--- src/rtl/little_alu_driver.sv ---
// little_alu_driver: buffers (A, B, op) requests in a small FIFO and issues them
// one at a time to a start_op/end_op ALU, returning each result (or a timeout
// error) on a valid/ready response port in command order.
module little_alu_driver #(
  parameter int DEPTH   = 4,
  parameter int TIMEOUT = 16
) (
  input  logic                       clk,
  input  logic                       reset_p,
  input  logic                       cmd_valid,
  output logic                       cmd_ready,
  input  logic [15:0]                cmd_a,
  input  logic [15:0]                cmd_b,
  input  logic [2:0]                 cmd_op,
  output logic                       rsp_valid,
  input  logic                       rsp_ready,
  output logic [31:0]                rsp_result,
  output logic [2:0]                 rsp_op,
  output logic                       rsp_err,
  output logic [15:0]                alu_a,
  output logic [15:0]                alu_b,
  output logic [2:0]                 alu_op_sel,
  output logic                       alu_start_op,
  input  logic                       alu_end_op,
  input  logic [31:0]                alu_result,
  output logic                       busy,
  output logic [$clog2(DEPTH+1)-1:0] fifo_count
);

  localparam int PW = (DEPTH > 1) ? $clog2(DEPTH) : 1;
  localparam int CW = $clog2(DEPTH + 1);
  localparam int TW = $clog2(TIMEOUT + 1);

  localparam logic [1:0] ST_IDLE   = 2'd0;
  localparam logic [1:0] ST_ACTIVE = 2'd1;
  localparam logic [1:0] ST_RESP   = 2'd2;

  // Entry layout: {op[34:32], b[31:16], a[15:0]}
  logic [34:0]   mem [DEPTH];
  logic [PW-1:0] wr_ptr_q, wr_ptr_d;
  logic [PW-1:0] rd_ptr_q, rd_ptr_d;
  logic [CW-1:0] count_q, count_d;
  logic [34:0]   head;
  logic          push;
  logic          pop;

  logic [1:0]    state_q, state_d;
  logic [TW-1:0] tmr_q, tmr_d;
  logic [15:0]   alu_a_q, alu_a_d;
  logic [15:0]   alu_b_q, alu_b_d;
  logic [2:0]    alu_op_q, alu_op_d;
  logic          start_q, start_d;
  logic          rsp_valid_q, rsp_valid_d;
  logic [31:0]   rsp_result_q, rsp_result_d;
  logic [2:0]    rsp_op_q, rsp_op_d;
  logic          rsp_err_q, rsp_err_d;

  // Full check uses the registered count, so a push never bypasses into the
  // same-cycle pop: the FSM only sees an entry the cycle after it lands.
  assign cmd_ready = (count_q != CW'(DEPTH));
  assign push      = cmd_valid && cmd_ready;
  assign pop       = (state_q == ST_IDLE) && (count_q != '0);
  assign head      = mem[rd_ptr_q];

  // FIFO storage; contents need no reset because count gates every read.
  always_ff @(posedge clk) begin
    if (push) begin
      mem[wr_ptr_q] <= {cmd_op, cmd_b, cmd_a};
    end
  end

  // FIFO pointer and occupancy update; pointers wrap since DEPTH is a power of two.
  always_comb begin
    wr_ptr_d = wr_ptr_q;
    rd_ptr_d = rd_ptr_q;
    count_d  = count_q;
    if (push) wr_ptr_d = wr_ptr_q + PW'(1);
    if (pop)  rd_ptr_d = rd_ptr_q + PW'(1);
    case ({push, pop})
      2'b10:   count_d = count_q + CW'(1);
      2'b01:   count_d = count_q - CW'(1);
      default: count_d = count_q;
    endcase
  end

  // Issue FSM: pop in IDLE, hold start_op until end_op or timeout, then hold the response.
  always_comb begin
    state_d      = state_q;
    tmr_d        = tmr_q;
    alu_a_d      = alu_a_q;
    alu_b_d      = alu_b_q;
    alu_op_d     = alu_op_q;
    start_d      = start_q;
    rsp_valid_d  = rsp_valid_q;
    rsp_result_d = rsp_result_q;
    rsp_op_d     = rsp_op_q;
    rsp_err_d    = rsp_err_q;
    case (state_q)
      ST_IDLE: begin
        start_d = 1'b0;
        if (pop) begin
          alu_a_d  = head[15:0];
          alu_b_d  = head[31:16];
          alu_op_d = head[34:32];
          start_d  = 1'b1;
          tmr_d    = '0;
          state_d  = ST_ACTIVE;
        end
      end
      ST_ACTIVE: begin
        start_d = 1'b1;
        tmr_d   = tmr_q + TW'(1);
        // A completion in the same cycle as the timeout still counts as success.
        if (alu_end_op) begin
          rsp_result_d = alu_result;
          rsp_op_d     = alu_op_q;
          rsp_err_d    = 1'b0;
          rsp_valid_d  = 1'b1;
          start_d      = 1'b0;
          state_d      = ST_RESP;
        end else if (tmr_q == TW'(TIMEOUT - 1)) begin
          rsp_result_d = '0;
          rsp_op_d     = alu_op_q;
          rsp_err_d    = 1'b1;
          rsp_valid_d  = 1'b1;
          start_d      = 1'b0;
          state_d      = ST_RESP;
        end
      end
      ST_RESP: begin
        start_d = 1'b0;
        if (rsp_ready) begin
          rsp_valid_d = 1'b0;
          state_d     = ST_IDLE;
        end
      end
      default: begin
        start_d     = 1'b0;
        rsp_valid_d = 1'b0;
        state_d     = ST_IDLE;
      end
    endcase
  end

  // State registers; reset clears everything, including a live operation.
  always_ff @(posedge clk) begin
    if (reset_p) begin
      wr_ptr_q     <= '0;
      rd_ptr_q     <= '0;
      count_q      <= '0;
      state_q      <= ST_IDLE;
      tmr_q        <= '0;
      alu_a_q      <= '0;
      alu_b_q      <= '0;
      alu_op_q     <= '0;
      start_q      <= 1'b0;
      rsp_valid_q  <= 1'b0;
      rsp_result_q <= '0;
      rsp_op_q     <= '0;
      rsp_err_q    <= 1'b0;
    end else begin
      wr_ptr_q     <= wr_ptr_d;
      rd_ptr_q     <= rd_ptr_d;
      count_q      <= count_d;
      state_q      <= state_d;
      tmr_q        <= tmr_d;
      alu_a_q      <= alu_a_d;
      alu_b_q      <= alu_b_d;
      alu_op_q     <= alu_op_d;
      start_q      <= start_d;
      rsp_valid_q  <= rsp_valid_d;
      rsp_result_q <= rsp_result_d;
      rsp_op_q     <= rsp_op_d;
      rsp_err_q    <= rsp_err_d;
    end
  end

  assign alu_a        = alu_a_q;
  assign alu_b        = alu_b_q;
  assign alu_op_sel   = alu_op_q;
  assign alu_start_op = start_q;
  assign rsp_valid    = rsp_valid_q;
  assign rsp_result   = rsp_result_q;
  assign rsp_op       = rsp_op_q;
  assign rsp_err      = rsp_err_q;
  assign fifo_count   = count_q;
  assign busy         = (state_q != ST_IDLE) || (count_q != '0);

endmodule

--- config.mk ---
export PLATFORM = sky130hd
export DESIGN_NAME = little_alu_driver
export DESIGN_NICKNAME = d
export VERILOG_FILES = /design/src/rtl/little_alu_driver.sv
export SDC_FILE = /design/constraint.sdc
export NUM_CORES = 1
export LEC_CHECK = 0
export ABC_AREA = 1
export CAP_MARGIN = 20
export CORE_ASPECT_RATIO = 0.6
export CORE_MARGIN = 1.5
export CORE_UTILIZATION = 40
export CTS_CLUSTER_SIZE = 40
export DETAILED_ROUTE_END_ITERATION = 6
export PLACE_DENSITY_LB_ADDON = 0.3
export SYNTH_ARGS = -nofsm -noshare
export SYNTH_HDL_FRONTEND = slang
export SYNTH_SLANG_ARGS = --single-unit
--- constraint.sdc ---
create_clock -name clk -period 5.9 [get_ports clk]
set_clock_uncertainty 0.05 [all_clocks]
set_input_delay 0.885 -clock clk [delete_from_list [all_inputs] [get_ports clk]]
set_output_delay 0.885 -clock clk [all_outputs]
set_load 0.01 [all_outputs]
Word-level counts from Yosys, hierarchy flattened --
Memories as Yosys holds them, arrays and structs flattened. A register that Yosys moved wholly into a read port is not among the register bits. Cells that the tools add are included.
Storage, ports and cells: register bits 52, bits in writable memories 140, output and inout port bits 78, memories kept 1
Memory list:
- mem | depth 4, bits a word 35, rd ports 1, clocked after Yosys merged registers in 1, wr ports 1, line 39 | logic [34:0] mem [DEPTH];
Operators by class: add/sub/neg operators 5, equal/unequal tests 9, mux-type cells 23, bitwise logic cells 1, reductions and logical operators 14
Operator list (number):
- 32-bit two-way mux | 2
- 5-bit case mux with 2 select lines | 1
- 1-bit two-way mux | 9
- 2-bit two-way mux | 4
- 2-bit nonzero test | 4
- 3-bit two-way mux | 2
- 3-bit != test, second input constant | 2
- 2-bit case mux with 3 select lines | 1
- 3-bit case mux with 2 select lines | 1
- 2-bit AND reduction | 3
- 3-bit AND reduction | 2
- 5-bit by 1-bit adder with 5-bit output, second input constant | 1
- 5-bit by 4-bit equality test with 1-bit output, second input constant | 1
- 5-bit two-way mux | 1
- 2-bit by 1-bit adder with 2-bit output, second input constant | 2
- 2-bit by 1-bit equality test with 1-bit output, second input constant | 2
- 2-bit equality test, second input constant | 2
- 2-bit != test, second input constant | 2
- 3-bit by 1-bit adder with 3-bit output, second input constant | 1
- 1-bit case mux with 3 select lines | 1
- 3-bit nonzero test | 1
- 3-bit by 1-bit subtractor with 3-bit output, second input constant | 1
- 1-bit logical AND | 2
- 2-bit logical NOT | 1
- 3 further kinds | 3

Logic depth before layout (Yosys ltp) --
word-level depth 4, gate-level depth with buffers 13

Worst setup path after synthesis --
Ideal clock, no wire load.
kind input port to flip-flop, start point in cmd_valid, end point mem mem[0][0] (enable), arrival time 2521 ps, setup slack 2901 ps, cell stages on the path 2, cell sequence nand2_1 > nor2_1
Between the ends: word-level cells in the longest chain between the ends 3
Ends and longest elaborated chain:
- start, declared | line 10 | input logic cmd_valid,
- 1-bit logical AND | line 61 | assign push = cmd_valid && cmd_ready;
- 1-bit two-way mux | line 67 | if (push) begin
- 1-bit two-way mux (not written as such) | line 68 | mem[wr_ptr_q] <= {cmd_op, cmd_b, cmd_a};
- end, declared | line 39
No other way between the ends.

Worst setup path after layout --
start point reg count_q[1] (netlist: fifo_count[1]), end point reg count_q[2] (netlist: fifo_count[2])
Between the ends: word-level cells in the longest chain between the ends 4
Ends and longest elaborated chain:
- start, declared | line 42 | logic [CW-1:0] count_q, count_d;
- start signal, assigned | line 164 | count_q <= count_d;
- 3-bit != test / 3-bit nonzero test (equally long branches) | line 60, 62
- 1-bit logical AND, on equally long branches | line 61, 62
- 2-bit by 1-bit equality test with 1-bit output / 2-bit equality test (equally long branches) | line 79 | case ({push, pop})
- 3-bit case mux with 2 select lines / 2-bit nonzero test (equally long branches)
Several ways; a longest one is shown, not always the timed one. A chain may end at the register's enable or synchronous reset.

==> reports/metrics.yaml <==
status: "finished, final reports clean"
timing.final.ws_setup_ns: 2.98
ys_top_cells_by_count: "nand2_1, nor2_1, edfxtp_1"
hold_buffers: 0
core-area_sq_um: 22400
p_comb_share_pct: 30.9
die_w_um: 199
drive_gt1_share_pct: 5.17
critPathRequiredTime_ns: 6.25
critical_path.startpoint_type: "flip-flop"
die_h_um: 121
synth_top_family_by_area: "simple AND/OR/NAND/NOR gates"
clkPwrFrac_pct: 26.3
routed-via-count: 6316
dpl.cell_count: 1387
globalRouteOverflowTotal: 0
path_max_fanout: 40
hold_ws_ns: 0.411
hp-class: "flip-flop to flip-flop"
rsz0062_at_grt: "false"
stdcell_count: 1430
synthAdderAreaFrac_pct: 1.16
hold_viol: 0
die_area_sq_um: 24100
drc: 0
num_antenna_cells: 0
antenna_found_initial: 0
grt_pass1_vias: 5688
grt_max_degree: 108
cp.arrival_ns: 3.27
clkSinkCount: 227
yosys_warnings: 0
synthXorXnorAreaFrac_pct: 0.0946
cts_setup_buffers: 0
synth.area.top_cells: "edfxtp_1, dfxtp_1, nand2_1"
power_switching_mw: 1.63
drt_iter0_drc: 359
leakagePower_nw: 4.49
peakVddDrop_mv: 0.213
rows: 42
area_growth_pct: 25.9
initial_utilization_pct: 41.3
p_seq_share_pct: 42.9
clk-insertion-delay-late_ns: 0.50
synth-compound-area-share_pct: 4.99
syn_inst: 971
synthesis.area_sq_um: 9260
slew_headroom_pct: 30.3
cts.clk_slew.worst_paths_ns: 0.06
tns_ns: 0
ctsResizeCount: 0
synth_cell_types: 27
fmaxAchievable_mhz: 343
wl_per_cell_um: 14.1
hpwlAfterDp_um: 12800
synth_mux_area_share_pct: 0
async_flop_share_pct: 0
routed_wl_um: 20200
clock_path_buffers: 3
min_period_ns: 2.92
ys.flop_type: "edfxtp_1"
gp_congestion: 0.716
num-fill-cells: 2058
synth_top_cell_area_share_pct: 45.4
synthSimpleGateAreaFrac_pct: 21.0
max_cap_viol_count: 0
htreeDepth: 1
r2r_cells: 13
synth.most_common_cell: "nand2_1"
pre_cts_ws_ns: 2.81
p_int_mw: 3.32
drv_slew: 0
synth_top_area_cell: "edfxtp_1"
viasPerCell: 4.42
nets: 1186
io_buffer_count: 149
p_per_area_nw_per_um2: 424
grt.total_usage_pct: 16.9
dr.pass1.iters: 5
grt_pass1_wl_um: 31600
setup_viol: 0
clockRootBuffer: "clkbuf_16"
ys_seq_area_share_pct: 64.2
synth_edf_count: 140
cts_tree: "yes"
min_period_over_period_pct: 49.5
swShare_pct: 32.9
synth-seq-cells: 227
critical_path_class: "flip-flop to flip-flop"
antenna_left: 0
cts_buffers: 22
tightest_slew_ns: 1.05
syn_avg_cell_area_sq_um: 9.53
syn_nets: 1051
crit_path_end_kind: "flip-flop"
pin_count: 150
hold_depth: 2
## power by group through the flow
stage               clock, mW  combinational, mW  sequential, mW
floorplan                   0               1.01            2.13
global placement            0               1.50            2.15
detailed placement          0               1.54            2.15
CTS                      1.33               1.54            2.12
global route             1.39               1.73            2.15
finish                   1.30               1.53            2.12
## worst paths after layout
kind	start	to	slack, ns
worst max-delay path	fifo_count[1]$_SDFFE_PP0P_	fifo_count[2]$_SDFFE_PP0P_	2.98
worst min-delay path	rsp_result[29]$_SDFFE_PP0P_	rsp_result[29]$_SDFFE_PP0P_	0.41
worst max register to register	fifo_count[1]$_SDFFE_PP0P_	fifo_count[2]$_SDFFE_PP0P_	2.98
worst min register to register	rsp_result[29]$_SDFFE_PP0P_	rsp_result[29]$_SDFFE_PP0P_	0.41
## critical path, cell delays in order (launching register included)
cell and delay, ns:
dfxtp_1 0.41, nor2_4 0.05, nand2_2 0.06, nand2_2 0.05, buf_4 0.29, inv_2 0.61, ha_1 0.27, inv_1 0.07
fa_1 0.38, or2_2 0.30, nand2_1 0.09, nand2_1 0.05, nand2_1 0.05, nor2_1 0.04
## final cells by class
type | count | area, sq um | share of cell area, %
clock buffer | 32 | 621 | 5.33
clock inverter | 8 | 38.8 | 0.333
inverter | 129 | 484 | 4.16
multi-input combinational | 569 | 2550 | 21.9
sequential | 227 | 5950 | 51.1
tap | 308 | 385 | 3.31
timing repair buffer | 157 | 1620 | 13.9
## layout by cell type (no fill, tap or decap), drive strengths merged
cell | netlist | routed
or2 | 3 | 3
ha | 7 | 7
fa | 1 | 1
dfxtp | 87 | 87
nor3 | 2 | 2
and2 | 35 | 35
nand2 | 222 | 222
nand4 | 1 | 1
clkinv | 1 | 8
inv | 128 | 128
buf | 40 | 9
nand3 | 40 | 40
o21ai | 11 | 11
xor2 | 1 | 1
clkdlybuf4s50 | 0 | 148
edfxtp | 140 | 140
nor2 | 167 | 167
clkinvlp | 0 | 1
clkbuf | 6 | 32
a21oi | 79 | 79
## sequential cells by signal, indices dropped and copies added, names as in the netlist, 2 cells and up
signal	count
rsp_op	3
tmr_q	5
alu_b	16
state_q	2
alu_a	16
fifo_count	3
rsp_result	32
wr_ptr_q	2
rd_ptr_q	2
mem	140
alu_op_sel	3
## stage by stage
step / util (%) / power, mW / area (sq um)
detailed placement: 48.8 / 3.69 / 10900
finish: 52.0 / 4.94 / 11600
CTS: 51.8 / 5.00 / 11600
floorplan: - / 3.14 / 9260
global route: 52.0 / 5.27 / 11600
global placement: 48.6 / 3.65 / 10900
## kinds of logic after synthesis
kind of cell / after synthesis
adder cells (fa/ha/maj): 8
XOR/XNOR: 1
AND/OR/NAND/NOR: 470
AO/OA/AOI/OAI: 90
flip-flops: 227
buffers and inverters: 175
## layer usage
layer	GRT usage [%]	routed length, um
met1	26.3	10400
met5	0	0
met4	3.43	301
met2	24.9	8470
met3	2.51	1010
(Power assumes the default switching activity.)
